File: src/rtl/vote_pkg.sv
// Shared definitions for the 4-voter round controller and its evaluator.
package vote_pkg;
  localparam int N_VOTERS       = 4;
  localparam int VOTE_THRESHOLD = 3;

  typedef enum logic [1:0] {
    S_IDLE    = 2'd0,
    S_COLLECT = 2'd1,
    S_EVAL    = 2'd2,
    S_DONE    = 2'd3
  } state_e;
endpackage

File: src/rtl/vote_eval_3of4.sv
// Combinational 3-of-4 evaluator: popcount of the vote vector and threshold pass.
module vote_eval_3of4
  import vote_pkg::*;
(
  input  logic [N_VOTERS-1:0] votes,
  output logic                pass,
  output logic [2:0]          count
);
  always_comb begin
    count = '0;
    for (int i = 0; i < N_VOTERS; i++) count = count + {2'b00, votes[i]};
  end

  assign pass = (count >= 3'(VOTE_THRESHOLD));
endmodule

File: src/rtl/vote_round_ctrl.sv
// Voting-round sequencer: collects one vote per voter with a bounded timeout,
// evaluates 3-of-4 on the captured votes and holds the result until acked.
module vote_round_ctrl
  import vote_pkg::*;
#(
  parameter int TIMEOUT = 15,
  parameter int CW      = 4
) (
  input  logic                clk,
  input  logic                rst,
  input  logic                start,
  input  logic [N_VOTERS-1:0] vote_valid,
  input  logic [N_VOTERS-1:0] vote_val,
  output logic [N_VOTERS-1:0] vote_ack,
  output logic                busy,
  output logic                result_valid,
  output logic                result,
  output logic [2:0]          yes_count,
  output logic                timed_out,
  input  logic                result_ack
);
  state_e              state_q;
  logic [CW-1:0]       timer_q;
  logic [N_VOTERS-1:0] got_q, vote_q, ack_q;
  logic                busy_q, rv_q, res_q, to_q;
  logic [2:0]          cnt_q;

  logic [N_VOTERS-1:0] cap, got_d, vote_d;
  logic                ev_pass;
  logic [2:0]          ev_cnt;

  // Only first valid per voter in COLLECT is captured; repeats are dropped.
  assign cap    = (state_q == S_COLLECT) ? (vote_valid & ~got_q) : '0;
  assign got_d  = got_q | cap;
  assign vote_d = (vote_q & ~cap) | (vote_val & cap);

  vote_eval_3of4 u_eval (
    .votes (vote_q),
    .pass  (ev_pass),
    .count (ev_cnt)
  );

  always_ff @(posedge clk) begin
    if (rst) begin
      state_q <= S_IDLE;
      timer_q <= '0;
      got_q   <= '0;
      vote_q  <= '0;
      ack_q   <= '0;
      busy_q  <= 1'b0;
      rv_q    <= 1'b0;
      res_q   <= 1'b0;
      to_q    <= 1'b0;
      cnt_q   <= '0;
    end else begin
      ack_q <= cap;
      case (state_q)
        S_IDLE: if (start) begin
          got_q   <= '0;
          vote_q  <= '0;
          timer_q <= '0;
          to_q    <= 1'b0;
          res_q   <= 1'b0;
          cnt_q   <= '0;
          busy_q  <= 1'b1;
          state_q <= S_COLLECT;
        end
        S_COLLECT: begin
          got_q  <= got_d;
          vote_q <= vote_d;
          // A full set on the timeout edge is a normal completion, not a timeout.
          if (&got_d) begin
            state_q <= S_EVAL;
          end else if (timer_q == CW'(TIMEOUT - 1)) begin
            state_q <= S_EVAL;
            to_q    <= 1'b1;
          end else begin
            timer_q <= timer_q + CW'(1);
          end
        end
        S_EVAL: begin
          res_q   <= ev_pass;
          cnt_q   <= ev_cnt;
          rv_q    <= 1'b1;
          state_q <= S_DONE;
        end
        S_DONE: if (result_ack) begin
          rv_q    <= 1'b0;
          busy_q  <= 1'b0;
          state_q <= S_IDLE;
        end
        default: state_q <= S_IDLE;
      endcase
    end
  end

  assign vote_ack     = ack_q;
  assign busy         = busy_q;
  assign result_valid = rv_q;
  assign result       = res_q;
  assign yes_count    = cnt_q;
  assign timed_out    = to_q;
endmodule

File: config.mk
export PLATFORM = sky130hd
export DESIGN_NAME = vote_round_ctrl
export DESIGN_NICKNAME = d
export VERILOG_FILES = /design/src/rtl/vote_pkg.sv /design/src/rtl/vote_eval_3of4.sv /design/src/rtl/vote_round_ctrl.sv
export SDC_FILE = /design/constraint.sdc
export NUM_CORES = 1
export LEC_CHECK = 0
export CAP_MARGIN = 15
export CORE_MARGIN = 2
export CORE_UTILIZATION = 45
export DETAILED_ROUTE_END_ITERATION = 12
export PLACE_DENSITY = 0.72
export SLEW_MARGIN = 20
export SYNTH_ARGS = -nofsm -noshare
export SYNTH_HDL_FRONTEND = slang
export SYNTH_SLANG_ARGS = --single-unit
File: constraint.sdc
create_clock -name clk -period 1.76 [get_ports clk]
set_clock_uncertainty 0.2 [all_clocks]
set_input_delay 0.264 -clock clk [delete_from_list [all_inputs] [get_ports clk]]
set_output_delay 0.264 -clock clk [all_outputs]
set_load 0.02 [all_outputs]
==> results.md, run 1 <==
Critical path:
- By startpoint and endpoint, the worst setup path is classified as reg -> reg.
- STA puts the critical path data arrival time at 1.92 ns.
- Data on the critical path is required at its endpoint by 1.82 ns.
- STA classifies the critical path endpoint as a flop.
- The critical path startpoint category is a flop.
- The maximum net fanout on the critical path is 5.

Power:
- The maximum vdd ir drop is 1117 uV.
- The power per cell area is 1277 nW/um2.
- The overall power of the completed layout is 0.002726 W.
- The leakage power total is 0.9477 nW.

Timing:
- The number of max-slew violations in the final report is 0.
- For the final routed database, the setup TNS stands at -0.3426 ns.
- Setup violations remaining at the end of the flow were counted as 7.
- The highest achievable clock rate is 535.7 MHz.
- Measured against its own limit, the worst slew margin works out to 0.7910.
- The actual slew at the worst max-slew pin is around 0.31 ns.
- Across all setup checks in the final design, the least slack found is -0.1067 ns.
- Dividing the final minimum period by the clock period gives 1.061.
- The shortest period the worst path allows is 1.867 ns.
- The number of failing hold endpoints at the final stage is 0.
- Setup repair after global routing could not meet its margin everywhere.

Global route:
- The initial antenna violation count is 0.
- In the global route stage, overall resource usage came out at 0.2249.
- The via count of the first global-routing pass is 1317.
- The aggregate global routing overflow is 0.
- The largest net degree at the start of global routing is 15.
- The global-route wire length before repair is 5.885 mm.

Synthesis:
- The synthesized area per cell is between 8 and 9 um2.
- The synthesis warning total is 0.
- The number of flops mapped to enable cells by yosys is 0.
- The number of distinct library cells after synthesis is 35.
- The number of nets produced by synthesis is between 150 and 200.
- The commonest register cell after synthesis is sky130_fd_sc_hd__dfxtp_1.
- The share of synthesized area occupied by flip-flops and latches is 0.3749.
- In the synthesized netlist the async set-or-reset flop fraction comes to 0.
- The post-synthesis cell count is 154.
- The mapped cell area is 1335 um2.
- The number of synthesized register bits is 25.

Floorplanning:
- The die is 58.47 um tall.
- For this configuration, the core starts out at a cell density of 0.4800.
- 23 I/O pins were placed.
- In this run the core area contains 19 standard-cell rows.
- The die is 58.47 um wide.
- The floorplan die area is between 3000 and 4000 um2.
- The core area is 2781 um2.

Placement:
- The total half-perimeter wirelength after legalization and detailed placement is around 2.6 mm.
- At the end of routability-driven placement, the weighted congestion stood at 0.7713.
- Input and output buffers added on the ports amount to 22.

Clock network:
- The clock latency on the worst-skew pair is about 0.33 ns.
- The post-CTS clock slew at the launch and capture registers of the worst setup and hold paths is 0.15 ns.
- The number of clock buffers inserted by TritonCTS is 3.
- In this run the number of H-tree levels came out at 1.
- The maximum buffer depth of the clock tree is 2.
- The TritonCTS clock tree is built.
- CTS placed an instance of sky130_fd_sc_hd__clkbuf_4 at the clock tree root.
- In this run, post-CTS hold repair placed 0 buffers.
- The total clock sinks is 25.

Drt:
- Wire segments on met2 add up to 2.032 mm in the final route.
- The number of vias after detailed routing is about 1400.
- The final layout contains routed wiring with a total length of 3.935 mm.
- For this block, wires on met1 add up to 1.651 mm.
- In the routed design, unresolved DRC markers number 0.
- The sum of met3 wire segment lengths after detailed routing is 194 um.
- The highest routed metal layer is met4.
- The number of detailed-route iterations in the first pass is 4.
- In the final routed layout, each cell accounts on average for 16.53 um.
- The remaining antenna violation count after routing is 0.
- The detail-routed via count per cell is 5.832.
- The violation count after the first detailed-route iteration is 57.

Final layout:
- In the final design database the tool counted 230 nets.
- The area growth from synthesis to layout is 59.89%.
- The diode insertion count for antenna repair is 0.
- The ratio of cells with drive above 1 in the final layout is 0.3623.

Status:
- The checks that failed: setup timing.
- The run finished, with violations left.

Hold path:
- The path class of the lowest-slack min-delay path is reg -> reg.

Run:
- The tool flagged a number of max-cap violations equal to 0.
==> state kept, by name (all words and copies together) (netlist names) <==
name          cells
got_q             4
busy              1
result            1
timed_out         1
yes_count         3
vote_ack          4
result_valid      1
vote_q            4
timer_q           4
state_q           2
==> power by group <==
group | leakage (nW) | internal, W | switching [W] | total, W
clock network | 0.0150 | 0.0000890 | 0.000183 | 0.000272
logic | 0.728 | 0.000877 | 0.000864 | 0.00174
registers | 0.205 | 0.000646 | 0.0000671 | 0.000713
total | 0.948 | 0.00161 | 0.00111 | 0.00273
==> what timing repair did <==
action | in CTS | in global routing
resized for setup | 18 | 37
setup buffers | 8 | 5
pin swaps | 12 | 18
setup endpoints to repair | 13 | 23
==> cell usage in the layout, fill, tap and decap left out, drive strengths merged, types with 2 or more instances in the layout <==
master and n:
nand2b 2, nand2 11, nor2b 3, dfxtp 25, a2bb2oi 2, clkdlybuf4s50 14, a31oi 4, nor3 4
nand3b 5, o21ai 4, a21oi 21, buf 33, a211oi 2, nand3 6, o311ai 3, nor3b 2
clkbuf 4, dlymetal6s2s 7, nor4bb 2, inv 12, nor2 10, nand4 4, a21o 5, ha 9
and3 2
==> final timing paths <==
path	startpoint	to	slack, ns	cells past startpoint
setup / recovery	state_q[0]	timer_q[3]	-0.11	5
hold / removal	yes_count[0]	yes_count[0]	0.27	2
setup reg to reg	state_q[0]	timer_q[3]	-0.11	5
hold reg to reg	yes_count[0]	yes_count[0]	0.27	2
==> cell families after synthesis <==
kind of cell / share of synthesized area
adders and majority gates: 0.09935
AOI/OAI and AO/OA: 0.2221
and+or+nand+nor: 0.2399
buffers and inverters: 0.05342
DFF: 0.3749
muxes: 0.01031
==> cell usage after synthesis, drive strengths merged (2+ instances only) <==
| library cell | number | area (um2) |
|---|---|---|
| inv | 12 | 45.04 |
| nor2b | 3 | 18.77 |
| nor4bb | 2 | 20.02 |
| a21o | 5 | 37.54 |
| a31oi | 4 | 25.02 |
| a211oi | 2 | 15.01 |
| nand3b | 5 | 37.54 |
| nand2 | 11 | 41.29 |
| a21oi | 21 | 120.1 |
| clkbuf | 5 | 18.77 |
| nor3 | 4 | 20.02 |
| nor2 | 10 | 37.54 |
| dfxtp | 25 | 500.5 |
| o311ai | 3 | 26.28 |
| nor3b | 2 | 15.01 |
| nand4 | 4 | 25.02 |
| o21ai | 4 | 20.02 |
| and3 | 2 | 12.51 |
| ha | 9 | 112.6 |
| nand3 | 6 | 30.03 |
| a2bb2oi | 2 | 17.52 |
| nand2b | 2 | 12.51 |
==> per-stage QoR <==
step           hold WS, ns  cells  cell area (um2)    util  setup WS, ns
6_report            0.2733    238             2135  0.7674       -0.1067
4_1_cts             0.2788    233             1931  0.6941      -0.09325
2_1_floorplan       0.1433    154             1395       -       0.01350
3_5_place_dp        0.2599    223             1788  0.6428       -0.3259
5_1_grt             0.3010    238             2135  0.7674       -0.1789
3_3_place_gp        0.2420    223             1788  0.6428       -0.2646
==> routing by layer <==
layer | track usage | vias to the layer above
met2 | 0.3981 | 47
met4 | 0.07641 | 0
met1 | 0.2788 | 669
li1 | - | 663
met3 | 0.03077 | 9
met5 | 0 | -
==> cell type report <==
cell class,instances,area [um2]
timing repair buffer,55,514.2
multi-input combinational,111,999.7
inverter,12,47.55
tap,31,38.79
fill,197,646.9
clock buffer,4,26.28
sequential,25,508.0
==> critical path: stages, from the launching register on <==
cell and delay [ns]:
sky130_fd_sc_hd__dfxtp_4 0.42, sky130_fd_sc_hd__ha_4 0.19, sky130_fd_sc_hd__a21oi_4 0.07, sky130_fd_sc_hd__or4_4 0.58
sky130_fd_sc_hd__a21o_1 0.18, sky130_fd_sc_hd__a31oi_1 0.14
(Power assumes the default switching activity.)
==> inputs of run 2 (changes only) <==
--- a/config.mk
+++ b/config.mk
@@ -9,7 +9,7 @@
 export CORE_MARGIN = 2
 export CORE_UTILIZATION = 45
 export DETAILED_ROUTE_END_ITERATION = 12
-export PLACE_DENSITY = 0.72
+export DONT_BUFFER_PORTS = 1
 export SLEW_MARGIN = 20
 export SYNTH_ARGS = -nofsm -noshare
 export SYNTH_HDL_FRONTEND = slang
==> run 2 against run 1 <==
Against the previous run: the flow finishes with violations (hold timing, setup timing); utilization fell by 13 points; critical path depth up 1; register-to-register slack about the same; design area is 18% lower; die area stayed put; global-route usage fell by 2.9 points; wire length fell by 19%; power down 9.7%; via count shrank 13%; clock power fell by 2%; largest power group unchanged.
==> results.md, run 2 (same netlist as run 1, synthesis figures left out) <==
Status:
- The flow ran to the end, but the final reports show violations.
- The checks that failed: hold timing, setup timing.

Global route:
- The first global-routing pass estimated 5.154 mm of wire.
- The initial antenna violation count is 0.
- The total routing resource utilization after global routing is 0.1954.
- The fraction of met1 tracks used by global routing is 0.2418.
- Global routing finished with a remaining overflow of 0.
- For met2 alone, demand over resource in global routing was 0.3387.
- The largest net degree at the start of global routing is 24.
- The met3 routing resource usage after global routing is 0.03956.
- The via count of the first global-routing pass is 1150.
- The busiest metal layer after global routing is met2.

Drt:
- The detailed-route wire length per cell is around 16 um.
- The remaining antenna violation count after routing is 0.
- Wires add up to around 3.2 mm.
- Across all layers, the routed design uses 1209 vias.
- Dividing the detail-routed via count by the number of cells gives 5.956.
- The remaining routing DRC violations is 0.
- The detailed router finished its first iteration with 77 violations.
- The number of detailed-route iterations in the first pass is 4.

Critical path:
- The maximum net fanout on the critical path is 5.
- The arrival time at the worst endpoint is between 1.5 and 2 ns.
- The endpoint of the lowest-slack register-to-register path is timer_q[3].
- The critical path in this run is classified as reg -> reg.
- The startpoint identified for the worst register-to-register timing path is state_q[1].
- The critical path startpoint category is a flop.
- The critical path endpoint category is a flop.
- The setup slack of the worst register-to-register path is -0.09 ns.
- The worst path required time is 1.82 ns.
- Counting cells, the worst reg-to-reg path comes to 6.

Floorplanning:
- The floorplan die area is 3418 um2.
- In this run the core area contains 19 standard-cell rows.
- The die is 58.47 um tall.
- After floorplanning, the core was sized to cover 2781 um2.
- The effective utilization at floorplan is 0.4800.
- The top-level port count is 23.
- From left edge to right edge, the die measures a little under 60 um.

Timing:
- Dividing the final minimum period by the clock period gives 1.053.
- For this run, the top clock speed supported by timing is roughly 540 MHz.
- The number of max-slew violations in the final report was 0.
- The actual slew at the worst max-slew pin is 0.3177 ns.
- The setup slack of the critical path after layout is -0.09342 ns.
- The routed design could run at a clock period as short as 1.853 ns.
- The minimum hold slack is -0.2147 ns.
- Setup violations remaining at the end of the flow were counted as 3.
- Setup repair after global routing could not meet its margin everywhere.
- The number of failing hold endpoints at the final stage came to 22.
- Summed over all failing endpoints, the final setup total negative slack is -0.1592 ns.
- The worst max-slew margin expressed relative to the limit is 0.7866.

Placement:
- The congestion estimate from routability-driven global placement came to approximately 0.76.
- Prior to clock tree synthesis, the placed netlist has a worst setup slack of -0.08501 ns.
- The cell count after placement is 194.
- Detailed placement finished with a half-perimeter wire length of ~2.3 mm.
- Port buffering added 0 buffers.

Clock network:
- The longest clock path from root to sink contains 2 buffers.
- TritonCTS built the clock tree.
- The tree is rooted in a sky130_fd_sc_hd__clkbuf_4.
- The hold buffer count at CTS is 1.
- After clock tree synthesis, the clock-pin slew on the worst setup and hold paths is 0.14 ns.
- Clock latency on the worst-skew pair, taken at its later pin, is approximately 0.32 ns.
- The number of H-tree branching levels is 1.
- Counting every sink on the clock net gives 25.
- Counting the buffers created by CTS gives 3.

Final layout:
- Leaving out fill and tap cells, the most frequent cell in the layout is sky130_fd_sc_hd__dfxtp_1.
- The ratio of cells with drive above 1 in the final layout is 0.3314.
- The diode insertion count for antenna repair is 0.
- The area occupied by multi-input gates is 973.4 um2.
- The sequential cells in the finished layout cover a total of 508.0 um2.
- In the layout the commonest cells are sky130_fd_sc_hd__dfxtp_1, sky130_fd_sc_hd__buf_4, sky130_fd_sc_hd__a21oi_1.
- The final layout contains 195 nets.
- The final cell count without fillers is between 200 and 250.
- After filler insertion, the fill cell instance count of the layout stands at ~260.
- The growth of design area from synthesis to finish is 31.77%.

Power:
- The maximum vdd ir drop is 1144 uV.
- Power spread over the standard cell area amounts to 1399 nW/um2.
- The analysis attributes to cell leakage a power of around 0.67 nW.

Hold path:
- The depth of the worst hold-timing path is 1.
- The path class of the lowest-slack min-delay path is in -> reg.
- The start point of the worst hold path is rst.
- The end point of the most critical hold path is state_q[0].

Run:
- The number of max-capacitance violations reported is 0.
==> run 2: cell types whose count changed in the layout (fill, tap and decap cells not counted), moves of 2 or more <==
cell and change:
sky130_fd_sc_hd__clkdlybuf4s50_1 -14, sky130_fd_sc_hd__buf_6 -8, sky130_fd_sc_hd__buf_4 -7, sky130_fd_sc_hd__dlymetal6s2s_1 -7, sky130_fd_sc_hd__a21oi_2 +3, sky130_fd_sc_hd__o311ai_2 -3, sky130_fd_sc_hd__a21oi_1 -2, sky130_fd_sc_hd__o21ai_2 -2
sky130_fd_sc_hd__o311ai_0 +2
==> run 2: power by group <==
group	total [W]	internal [W]	switching [W]	leakage (nW)
registers	0.000746	0.000647	0.0000989	0.205
clock network	0.000266	0.0000888	0.000177	0.0150
logic	0.00145	0.000726	0.000725	0.449
==> run 2: layout make-up <==
| type | instances | share of cell area |
|---|---|---|
| Multi-Input combinational cell | 111 | 0.5533 |
| Sequential cell | 25 | 0.2888 |
| Tap cell | 31 | 0.02205 |
| Clock buffer | 4 | 0.01494 |
| Inverter | 12 | 0.02703 |
| Timing Repair Buffer | 20 | 0.09388 |
==> run 2: layer usage <==
metal	part of all wire	routed length, um
met4	0.011	34
met3	0.039	124
met2	0.50	1604
met1	0.45	1417
met5	0	0
==> run 2: how the worst max path moves through the flow <==
stage	from	endpoint	cells past startpoint
6_report	state_q[1]	timer_q[3]	6
4_1_cts	state_q[1]	timer_q[3]	6
2_1_floorplan	vote_q[0]	yes_count[1]	7
5_1_grt	state_q[1]	timer_q[2]	6
3_3_place_gp	state_q[1]	timer_q[2]	6
3_5_place_dp	state_q[1]	timer_q[3]	6
==> run 2: repair_timing <==
item,in CTS,in global routing
setup buffers,1,4
endpoints found under the setup margin,11,15
endpoints found under the hold margin,23,22
pin swaps,10,10
resized for setup,9,24
==> run 2: worst max-delay path: stages, from the launching register on <==
cell	delay [ns]
sky130_fd_sc_hd__dfxtp_2	0.36
sky130_fd_sc_hd__inv_4	0.07
sky130_fd_sc_hd__ha_4	0.17
sky130_fd_sc_hd__a21oi_4	0.07
sky130_fd_sc_hd__or4_4	0.56
sky130_fd_sc_hd__a21o_1	0.19
sky130_fd_sc_hd__a31oi_1	0.16
==> run 2: through the flow <==
step | power, W | utilization | area [um2]
final | 0.002462 | 0.6325 | 1759
after floorplan | 0.001509 | - | 1395
after global placement | 0.001885 | 0.5493 | 1528
after global routing | 0.002624 | 0.6325 | 1759
after CTS | 0.002198 | 0.5740 | 1597
after detailed placement | 0.001922 | 0.5493 | 1528
==> inputs of run 3 (changes only) <==
==> constraint.sdc (replaced) <==
create_clock -name clk -period 1.84 [get_ports clk]
set_clock_uncertainty 0.2 [all_clocks]
set_input_delay 0.276 -clock clk [delete_from_list [all_inputs] [get_ports clk]]
set_output_delay 0.276 -clock clk [all_outputs]
set_load 0.02 [all_outputs]
==> run 3 against run 2 <==
Against the previous run: the flow finishes with violations (hold timing); hold slack improved by 0.011 ns; die area is the same; global-route usage decreased by 0.36 points; power is 12% lower; register-to-register slack better by 0.13 ns; critical path type unchanged; largest power group unchanged.
==> results.md, run 3 (same netlist as run 1, synthesis figures left out) <==
Global route:
- The largest net degree at the start of global routing is 24.
- The global-route wire length before repair is 5.133 mm.
- The total overflow left after global routing is 0.
- The via count of the first global-routing pass came to roughly 1100.
- The initial antenna violation count was 0.
- The total routing resource utilization after global routing is 0.1918.

Placement:
- The total half-perimeter wirelength after legalization and detailed placement is 2.169 mm.
- After detailed placement, the design holds a cell count of 196.
- The final estimated routing congestion in global placement is 0.8231.
- Input and output buffers added on the ports amount to 0.

Status:
- The flow ran to the end, but the final reports show violations.
- The final reports fail on hold timing.

Critical path:
- The cell depth of the worst flop-to-flop path is 6.
- The setup slack of the worst register-to-register path is around 0.032 ns.
- The maximum net fanout on the critical path is 5.
- The endpoint of the lowest-slack register-to-register path is timer_q[3].
- The category of the most critical setup path is reg -> reg.
- The arrival time at the worst endpoint is 1.88 ns.
- STA classifies the critical path endpoint as a flop.
- Data on the critical path is required at its endpoint by around 1.9 ns.
- The critical path startpoint category is a flop.
- The reg-to-reg startpoint is state_q[1].

Clock network:
- The clock drives 25 sinks.
- The post-CTS clock slew at the launch and capture registers of the worst setup and hold paths is 0.15 ns.
- The clock reaches the later pin of the worst-skew pair after 0.33 ns.
- CTS placed an instance of sky130_fd_sc_hd__clkbuf_4 at the clock tree root.
- TritonCTS built the clock tree.
- The maximum buffer depth of the clock tree is 2.
- After clock tree synthesis, the flow added hold-fix buffers numbering 1.
- Counting the buffers created by CTS gives 3.
- The number of H-tree branching levels is 1.

Timing:
- Setup violations remaining at the end of the flow were counted as 0.
- Setup repair after global routing could not meet its margin everywhere.
- Final hold analysis gives a worst-case slack of -0.2036 ns.
- Measured against its own limit, the worst slew margin works out to 0.7866.
- The number of failing hold endpoints at the final stage is 21.
- At the pin with the least slew margin, the transition time is approximately 0.32 ns.
- The number of max-slew violations in the final report is 0.
- Of the available clock period, the critical path in the final layout requires 0.9825.
- After layout, the minimum clock period comes to between 1.5 and 2 ns.
- For this run, the top clock speed supported by timing is 553.1 MHz.

Power:
- The internal power contribution is between 0.001 and 0.0015 W.
- The share of total power dissipated in the clock network is 0.115.
- The combinational share of power is 0.555.
- Of the total power, the share spent switching nets is 0.4040.
- Overall power consumption after layout is estimated at between 0.002 and 0.0025 W.
- The maximum vdd ir drop is roughly 800 uV.
- The power per cell area is 1304 nW/um2.
- The leakage power total is ~0.63 nW.
- The relative contribution of sequential cells to total power is 0.330.
- Summed over all nets, the switching power comes to roughly 0.00088 W.

Final layout:
- The diode insertion count for antenna repair is 0.
- Leaving out fill and tap cells, the most frequent cell in the layout is sky130_fd_sc_hd__dfxtp_1.
- The ratio of cells with drive above 1 in the final layout is 0.2807.
- The count of cells in the finished layout, fillers not included, comes to around 200.
- The filler cells instantiated in the layout total 246.
- In the layout the commonest cells are sky130_fd_sc_hd__dfxtp_1, sky130_fd_sc_hd__a21oi_1, sky130_fd_sc_hd__buf_4.
- After the last flow step, the layout net total stands at 194.
- Relative to the synthesized area, the layout overhead comes to 24.65%.
- The share of the core filled with cells in the final layout is 0.5983.

Drt:
- After detailed routing, the number of remaining DRC violations is 0.
- The detailed-route wire length per cell is 14.85 um.
- The post-detailed-routing wire length is 3.000 mm.
- In the routed layout, each cell is associated on average with a via count of 5.767.
- The routed layout has 1165 vias.
- The violation count after the first detailed-route iteration is 35.
- The detail route stage leaves a number of antenna-violating nets equal to 0.
- The first TritonRoute pass finished after 4 iterations.

Hold path:
- The depth of the worst hold-timing path is 1.
- In this run the worst hold path is classified as in -> reg.
- The startpoint identified for the worst hold timing path is rst.
- The end point of the most critical hold path is vote_q[0].

Floorplanning:
- From bottom edge to top edge, the die measures around 58 um.
- The effective utilization at floorplan is 0.4800.
- The core area is 2781 um2.
- The top-level port count is 23.
- The floorplan die area is about 3400 um2.
- The count of standard-cell rows is 19.
- In this run the horizontal extent of the chip is just under 60 um.

Run:
- The number of max-capacitance violations reported is 0.
## run 3: cell types whose count changed in the layout (fill, tap and decap cells not counted), sizes merged
| cell | change |
|---|---|
| clkinv | +1 |
| buf | -1 |
| clkbuf | -1 |
## run 3: power groups by stage
| stage | Clock (W) | Sequential [W] | Combinational (W) |
|---|---|---|---|
| CTS | 0.000257 | 0.000703 | 0.00103 |
| floorplan | 0 | 0.000696 | 0.000635 |
| detailed placement | 0 | 0.000704 | 0.000990 |
| finish | 0.000249 | 0.000716 | 0.00121 |
| global placement | 0 | 0.000701 | 0.000970 |
| global route | 0.000278 | 0.000726 | 0.00132 |
## run 3: final cells by class
type                       count  area, um2  share of cell area
clock buffer                   3      22.52             0.01353
clock inverter                 1      5.005            0.003008
inverter                      12      47.55             0.02857
multi-input combinational    111      889.6              0.5346
sequential                    25      508.0              0.3053
tap                           31      38.79             0.02331
timing repair buffer          19      152.6             0.09173
## run 3: worst max-delay path: stages, from the launching register on
cell and delay (ns):
sky130_fd_sc_hd__dfxtp_2 0.36, sky130_fd_sc_hd__inv_4 0.08, sky130_fd_sc_hd__ha_4 0.16, sky130_fd_sc_hd__a21oi_2 0.08, sky130_fd_sc_hd__or4_4 0.57, sky130_fd_sc_hd__a21o_1 0.17, sky130_fd_sc_hd__a31oi_1 0.12
## run 3: how the worst max path moves through the flow
stage | startpoint | endpoint | slack (ns) | cells past startpoint
detailed placement | state_q[1] | timer_q[2] | -0.13 | 6
CTS | state_q[1] | timer_q[2] | -0.02 | 6
global placement | state_q[1] | state_q[1] | -0.03 | 8
floorplan | state_q[1] | timer_q[2] | 0.00001 | 6
finish | state_q[1] | timer_q[3] | 0.03 | 6
global route | state_q[1] | timer_q[3] | -0.06 | 6
## run 3: what timing repair did
| item | CTS | global route |
|---|---|---|
| hold endpoints to repair | 22 | 21 |
| setup buffers | 0 | 1 |
| pin swaps | 2 | 10 |
| setup endpoints to repair | 10 | 12 |
| resized for setup | 12 | 22 |
## run 3: routing by layer
metal | global-route usage | vias up | wire length (um)
li1 | - | 594 | -
met1 | 0.2459 | 551 | 1368
met2 | 0.3210 | 16 | 1487
met3 | 0.03516 | 4 | 115
met4 | 0.06977 | 0 | 29
met5 | 0 | - | 0
## run 3: stage by stage
step / setup WS, ns / setup TNS, ns / area [um2] / hold slack [ns]
CTS: -0.02261 / -0.03907 / 1554 / -0.2120
floorplan: 0.00001010 / 0 / 1335 / 0.1553
global route: -0.05678 / -0.1927 / 1664 / -0.2258
detailed placement: -0.1324 / -0.3455 / 1475 / 0.1504
finish: 0.03214 / 0 / 1664 / -0.2036
global placement: -0.03409 / -0.08908 / 1475 / 0.1488
